==> config.mk <==
export PLATFORM = sky130hd
export DESIGN_NAME = lif_neuron
export DESIGN_NICKNAME = d
export VERILOG_FILES = /design/src/rtl/lif_neuron.sv
export SDC_FILE = /design/constraint.sdc
export NUM_CORES = 1
export LEC_CHECK = 0
export ABC_AREA = 1
export BUFFER_PORTS_ARGS = -buffer_cell sky130_fd_sc_hd__clkbuf_2
export CAP_MARGIN = 20
export CORE_MARGIN = 4
export CORE_UTILIZATION = 30
export CTS_CLUSTER_SIZE = 16
export DETAILED_ROUTE_END_ITERATION = 12
export PLACE_DENSITY_LB_ADDON = 0.05
export SYNTH_ARGS = -nofsm -noshare
export SYNTH_HDL_FRONTEND = slang
export SYNTH_SLANG_ARGS = --single-unit
==> constraint.sdc <==
create_clock -name clk -period 4.8 [get_ports clk]
set_clock_uncertainty 0.05 [all_clocks]
set_input_delay 0.24 -clock clk [delete_from_list [all_inputs] [get_ports clk]]
set_output_delay 0.24 -clock clk [all_outputs]
set_load 0.01 [all_outputs]
==> src/rtl/lif_neuron.sv <==
`default_nettype none
// ============================================================================
// lif_neuron : leaky integrate-and-fire neuron with refractory hold and
//              per-window spike counting.                        Rev 1.0
// ============================================================================
module lif_neuron #(
   parameter int MEM_W      = 12,
   parameter int THRESH     = 256,
   parameter int V_RESET    = 0,
   parameter int LEAK_SHIFT = 3,
   parameter int REFRAC     = 2,
   parameter int NUM_STEPS  = 16,
   parameter int CNT_W      = 8
) (
   input  logic                    clk,
   input  logic                    rst_n,
   input  logic                    start,
   input  logic                    sum_valid,
   input  logic [7:0]              sum,
   output logic                    spike,
   output logic                    step_valid,
   output logic signed [MEM_W-1:0] v_mem,
   output logic                    busy,
   output logic                    done,
   output logic [CNT_W-1:0]        spike_count
);

   localparam int STEP_W = $clog2(NUM_STEPS + 1);
   localparam int REF_W  = (REFRAC > 0) ? $clog2(REFRAC + 1) : 1;

   localparam logic signed [MEM_W:0]   C_THRESH  = (MEM_W + 1)'(THRESH);
   localparam logic signed [MEM_W-1:0] C_V_RESET = MEM_W'(V_RESET);
   localparam logic signed [MEM_W-1:0] C_V_MAX   = {1'b0, {(MEM_W-1){1'b1}}};
   localparam logic signed [MEM_W-1:0] C_V_MIN   = {1'b1, {(MEM_W-1){1'b0}}};
   localparam logic [STEP_W-1:0]       C_LAST    = STEP_W'(NUM_STEPS - 1);
   localparam logic [REF_W-1:0]        C_REFRAC  = REF_W'(REFRAC);

   typedef enum logic [1:0] {
      S_IDLE      = 2'd0,
      S_INTEGRATE = 2'd1,
      S_REFRACT   = 2'd2
   } state_t;

   state_t                    state_q, state_d;
   logic signed [MEM_W-1:0]   v_mem_q, v_mem_d;
   logic                      spike_q, spike_d;
   logic                      step_valid_q, step_valid_d;
   logic                      done_q, done_d;
   logic [CNT_W-1:0]          spike_count_q, spike_count_d;
   logic [STEP_W-1:0]         step_ctr_q, step_ctr_d;
   logic [REF_W-1:0]          refrac_ctr_q, refrac_ctr_d;

   logic signed [MEM_W-1:0]   v_leak;
   logic signed [MEM_W:0]     v_sum;
   logic signed [MEM_W-1:0]   v_sat;

   // One guard bit catches overflow of leak + sum before clamping.
   always_comb begin
      v_leak = v_mem_q;
      if (LEAK_SHIFT != 0) begin
         v_leak = v_mem_q - (v_mem_q >>> LEAK_SHIFT);
      end
      v_sum = {v_leak[MEM_W-1], v_leak} + {{(MEM_W-7){sum[7]}}, sum};
      v_sat = v_sum[MEM_W-1:0];
      if (v_sum[MEM_W] != v_sum[MEM_W-1]) begin
         v_sat = v_sum[MEM_W] ? C_V_MIN : C_V_MAX;
      end
   end

   always_comb begin
      state_d       = state_q;
      v_mem_d       = v_mem_q;
      spike_d       = 1'b0;
      step_valid_d  = 1'b0;
      done_d        = 1'b0;
      spike_count_d = spike_count_q;
      step_ctr_d    = step_ctr_q;
      refrac_ctr_d  = refrac_ctr_q;

      if (start) begin
         state_d       = S_INTEGRATE;
         v_mem_d       = C_V_RESET;
         spike_count_d = '0;
         step_ctr_d    = '0;
         refrac_ctr_d  = '0;
      end else if (sum_valid && (state_q != S_IDLE)) begin
         step_valid_d = 1'b1;
         step_ctr_d   = step_ctr_q + 1'b1;
         if (state_q == S_INTEGRATE) begin
            if (v_sat >= C_THRESH) begin
               spike_d = 1'b1;
               v_mem_d = C_V_RESET;
               if (spike_count_q != {CNT_W{1'b1}}) begin
                  spike_count_d = spike_count_q + 1'b1;
               end
               if (REFRAC > 0) begin
                  state_d      = S_REFRACT;
                  refrac_ctr_d = C_REFRAC;
               end
            end else begin
               v_mem_d = v_sat;
            end
         end else begin
            v_mem_d      = C_V_RESET;
            refrac_ctr_d = refrac_ctr_q - 1'b1;
            if (refrac_ctr_q <= REF_W'(1)) begin
               state_d = S_INTEGRATE;
            end
         end
         // The window closes on its final step regardless of refractory state.
         if (step_ctr_q == C_LAST) begin
            done_d  = 1'b1;
            state_d = S_IDLE;
         end
      end
   end

   always_ff @(posedge clk) begin
      if (!rst_n) begin
         state_q       <= S_IDLE;
         v_mem_q       <= C_V_RESET;
         spike_q       <= 1'b0;
         step_valid_q  <= 1'b0;
         done_q        <= 1'b0;
         spike_count_q <= '0;
         step_ctr_q    <= '0;
         refrac_ctr_q  <= '0;
      end else begin
         state_q       <= state_d;
         v_mem_q       <= v_mem_d;
         spike_q       <= spike_d;
         step_valid_q  <= step_valid_d;
         done_q        <= done_d;
         spike_count_q <= spike_count_d;
         step_ctr_q    <= step_ctr_d;
         refrac_ctr_q  <= refrac_ctr_d;
      end
   end

   assign spike       = spike_q;
   assign step_valid  = step_valid_q;
   assign v_mem       = v_mem_q;
   assign busy        = (state_q != S_IDLE);
   assign done        = done_q;
   assign spike_count = spike_count_q;

endmodule
`default_nettype wire

# Word-level counts from Yosys, hierarchy flattened
# Index checks and enable logic that the tools add are counted.
# Widths: inputs -> output; s select.
[totals] mem_count=0 ramBits=0 romBits=0 elab_cells=52 regBits=32 in_bits=12 latch_bits=0
[op_classes] n_div=0 n_bitwise=3 n_mul=0 n_lt_le_gt_ge=2 n_shift=0 n_eq_ne=7 n_reduce_logical=12 muxes=14 n_addsub=5
[op_table] cell="$mux 12" n=4
[op_table] cell="$add 12x8->13" n=1
[op_table] cell="$ge 12x10->1 const B" n=1
[op_table] cell="$sub 12x9->12" n=1
[op_table] cell="$mux 2" n=5
[op_table] cell="$add 8x1->8 const B" n=1
[op_table] cell="$ne 8x8->1 const B" n=1
[op_table] cell="$reduce_and 3->1" n=2
[op_table] cell="$add 5x1->5 const B" n=1
[op_table] cell="$eq 5x4->1 const B" n=1
[op_table] cell="$mux 1" n=5
[op_table] cell="$ne 4x2->1 const B" n=1
[op_table] cell="$reduce_and 4->1" n=1
[op_table] cell="$reduce_bool 2->1" n=2
[op_table] cell="$reduce_bool 4->1" n=1
[op_table] cell="$reduce_or 4->1" n=1
[op_table] cell="$ne 3x1->1 const B" n=1
[op_table] cell="$not 1->1" n=3
[op_table] cell="$reduce_bool 3->1" n=1
[op_table] cell="$reduce_or 3->1" n=1
[op_table] cell="$eq 2x1->1 const B" n=1
[op_table] cell="$le 2x1->1 const B" n=1
[op_table] cell="$ne 2x1->1 const B" n=1
[op_table] cell="$reduce_and 2->1" n=1
[op_table] cell="other kinds (4)" n=4

# Depth between registers and ports, before layout
[depth] depth_word=10 mapped_depth=31 ltp_nobuf=31

# Worst setup path after synthesis
# No wires, ideal clock.
[synth_timing] path_kind="register to register" from="register v_mem_q[5] (netlist: v_mem[5])" to="register spike_count_q[2] (netlist: spike_count[2])" stages_incl_launch_ff=29 t_required_ns=4.635 n_path_buf=0 slack_ns=1.010 arrival_ns=3.625 cell_sequence="dfxtp_1 > inv_1 > ha_1 > nand2_1 > nor2_1 > a211oi_1 > o21ai_0 > a21boi_0 > nor2_1 > o21ai_0 > nand2_1 > nand2_1 > nand2_1 > a21oi_1 > ha_1 > nand2_1 > inv_1 > a21oi_2 > nand3_2 > nand2_1 > nand2_1 > nand2_4 > o21ai_1 > nand2_2 > nand2_4 > nor3_4 > nand3_1 > nand2_1 > nor2_1"
[synth_via] elab_chain_cells=6 word_cells_on_any_way=7 cone_classes="add/sub (2); order compare (1); eq/ne (1); mux (2); reduce/logical (1)"
[synth_rtl] item="start: declaration" line="45" text="logic signed [MEM_W-1:0] v_mem_q, v_mem_d;"
[synth_rtl] item="start signal: assignment" line="130" text="v_mem_q <= v_mem_d;"
[synth_rtl] item="$sub 12x9->12 *" line="61" text="v_leak = v_mem_q - (v_mem_q >>> LEAK_SHIFT);"
[synth_rtl] item="$add 12x8->13 *" line="63" text="v_sum = {v_leak[MEM_W-1], v_leak} + {{(MEM_W-7){sum[7]}}, sum};"
[synth_rtl] item="$mux 12 or $ne 1x1->1 (tied branches)" line="66, 65"
[synth_rtl] item="$mux 12 *" line="65" text="if (v_sum[MEM_W] != v_sum[MEM_W-1]) begin"
[synth_rtl] item="$ge 12x10->1 *" line="90" text="if (v_sat >= C_THRESH) begin"
[synth_rtl] item="$reduce_and 4->1 (no source line) *"
[synth_rtl] item="end signal: assignment" line="134" text="spike_count_q <= spike_count_d;"
[synth_rtl] item="end: declaration" line="49" text="logic [CNT_W-1:0] spike_count_q, spike_count_d;"
# Every way passes the cells marked *; elsewhere a longest branch is shown, timed or not.
# A chain may end at the register's enable or synchronous reset.

# Worst setup path in the final report
# Ends and elaborated chain as after synthesis.

==> impl_metrics.ini <==
[grt]
grt_remaining_overflow = 0
antenna_found_initial = 0
grt_pass1_vias = 2495
grt_pass1_wl_mm = 11.8
grt_max_degree = 23
grt_util_all_layers_pct = 14.0

[outcome]
status = finished, final reports clean

[finish]
finalInstanceArea_mm2 = 0.00306
diodes = 0
fin_nets = 488
drive_above_1_share_pct = 13.6
syn2layout_area_growth_pct = 15.2
fin_cells = 555

[setup_path]
cp-end-kind = register
path_common_cell = nand2_1
r2r_end = spike_count[2]$_SDFFE_PP0P_
cp-start-kind = register
critical_path.startpoint = v_mem[5]$_SDFFE_PP0P_
cp.required_ns = 4.91
crit_arrival_ns = 4.37
max_stage_delay_ns = 0.41
crit_type = reg -> reg
worst-r2r-cell-count = 28
rr_startpoint = v_mem[5]$_SDFFE_PP0P_
critPathMaxFanout = 9
r2r_setup_slack_ns = 0.54
slowest_stage = dfxtp_1

[drt]
drcViolationCount = 0
wirelength_mm = 7.03
drt-initial-drc-count = 93
ant_nets = 0
via_per_inst = 4.70
wl_per_cell_um = 12.7
first_pass_iters = 4
vias = 2607

[sta]
fin_ws_ns = 0.543
clock.fmax_ghz = 0.235
period_share_pct = 88.7
maxSlewHeadroom_pct = 51.0
worst_slew_pin_slew_ns = 0.734
maxSlewViolCount = 0
whs_ns = 0.153
hold_viol_final = 0
min_period_ns = 4.26
rsz0062_at_grt = false
finalSetupViolations = 0
tns_ns = 0

[synthesis]
yosysSeqAreaShare_pct = 24.1
synth.ff_latch_count = 32
avgSynthCellArea_um2 = 6.51
synthTopCellsByCount = nand2_1, inv_1, a21oi_1
ys_top_cells_by_area = dfxtp_1, nand2_1, ha_1, inv_1, a21oi_1
synth_edf_count = 0
yosysWarnings = 0
syn-cell-area_mm2 = 0.00266
yosys.area.top_type_share_pct = 24.1
yosys.area.top_type = dfxtp_1
synth-main-ff-cell = dfxtp_1
syn_inst = 408
syn_nets = 449
yosys.cell_types.count = 33
async_flop_share_pct = 0
yosysMostFrequentCell = nand2_1

[die]
die_h_um = 102
die-area_mm2 = 0.0104
io_pins = 36
rows = 34
dieWidth_um = 102
core_area_mm2 = 0.00868
initial_utilization_pct = 30.6

[worst_hold_path]
worstHoldStart = rst_n
hold_path_depth = 3
hold_class = in -> reg
hold_end = state_q[0]$_SDFFE_PN0P_

[cts]
tritoncts = built
cts.sinks = 32
clockBufferDepth = 2
clkTransAtPathRegs_ns = 0.06
clk_latency_ns = 0.27
htreeDepth = 2
numCtsBuffers = 5
cts_root_buffer = clkbuf_8

[power_and_ir_drop]
power_density_mw_per_mm2 = 554
ir_worst_vdd_uv = 151
p_leak_uw = 0.00151

[placement]
hpwl_mm = 5.69
dp_cells = 547
dp_worst_setup_slack_ns = 0.288
post_dp_cell_area_mm2 = 0.00295
gp_congestion = 0.781
port-buffer-count = 35

[flow_run]
cap_violations = 0
==> worst max-delay path by stage <==
stage | endpoint | slack [ns] | cells after the start
after global routing | refrac_ctr_q[0]$_SDFFE_PP0P_ | 0.09 | 30
after CTS | spike_count[2]$_SDFFE_PP0P_ | 0.28 | 28
after global placement | spike_count[2]$_SDFFE_PP0P_ | 0.36 | 28
final | spike_count[2]$_SDFFE_PP0P_ | 0.54 | 28
after floorplan | spike_count[2]$_SDFFE_PP0P_ | 1.01 | 28
after detailed placement | spike_count[2]$_SDFFE_PP0P_ | 0.29 | 28
==> cell families (layout without fill, tap and decap cells) <==
logic type / after synthesis / in the layout / synth area share (%)
buffers and inverters: 70 / 109 / 9.90
XOR/XNOR: 20 / 20 / 6.60
AO/OA/AOI/OAI: 64 / 64 / 12.9
adder cells (fa/ha/maj): 29 / 29 / 14.2
AND/OR/NAND/NOR: 193 / 193 / 32.2
flip-flops: 32 / 32 / 24.1
==> routing by layer <==
metal,GRT usage [%],part of all wire [%],up-vias
met3,2.73,3.3,4
li1,-,-,1397
met4,1.82,0.48,0
met2,22.2,43,39
met5,0,0,-
met1,20.3,53,1167
==> registers in the layout (all words and copies together), names as in the netlist <==
| name | cells |
|---|---|
| v_mem | 12 |
| spike_count | 8 |
| step_ctr_q | 5 |
| refrac_ctr_q | 2 |
| state_q | 2 |
| done | 1 |
| spike | 1 |
| step_valid | 1 |
==> worst max-delay path, delay by kind of cell, from the launching register on <==
family | cells | cell delay (ns)
AO/OA/AOI/OAI | 7 | 1.22
adder cells (fa/ha/maj) | 2 | 0.67
buffers and inverters | 2 | 0.13
flip-flops | 1 | 0.41
AND/OR/NAND/NOR | 17 | 1.65
==> power breakdown <==
part | switching [µW] | internal, µW
Combinational | 779 | 407
Clock | 89.4 | 128
Sequential | 13.3 | 280
Total | 882 | 814
==> layout by cell type (no fill, tap or decap), types with 3 or more instances in the layout <==
| cell | instances |
|---|---|
| xor2_1 | 10 |
| a21oi_1 | 35 |
| o21ai_0 | 16 |
| nand2_2 | 4 |
| o21ai_1 | 4 |
| nor3_1 | 8 |
| clkbuf_8 | 7 |
| xnor2_1 | 10 |
| nand3_2 | 3 |
| nand3_1 | 23 |
| nor2_1 | 32 |
| inv_1 | 63 |
| nand2_1 | 108 |
| nand4_1 | 8 |
| dfxtp_1 | 32 |
| ha_1 | 27 |
| clkbuf_2 | 35 |
==> final cells by class <==
| class | count | area [µm²] |
|---|---|---|
| Multi-Input combinational cell | 306 | 1760 |
| Clock buffer | 7 | 96.3 |
| Tap cell | 108 | 135 |
| Sequential cell | 32 | 641 |
| Timing Repair Buffer | 36 | 183 |
| Fill cell | 1000 | 5620 |
| Inverter | 66 | 248 |
==> per-stage QoR <==
step	util (%)	power, µW
final	35.3	1700
after global routing	35.3	1890
after CTS	35.1	1710
after detailed placement	34.0	1480
after global placement	34.0	1480
after floorplan	-	1230
==> timing repair <==
action,4_1_cts,5_1_grt
endpoints found under the setup margin,0,21
hold buffers,0,0
gates resized for setup,0,2
setup buffers,0,1
(Power assumes the default switching activity.)
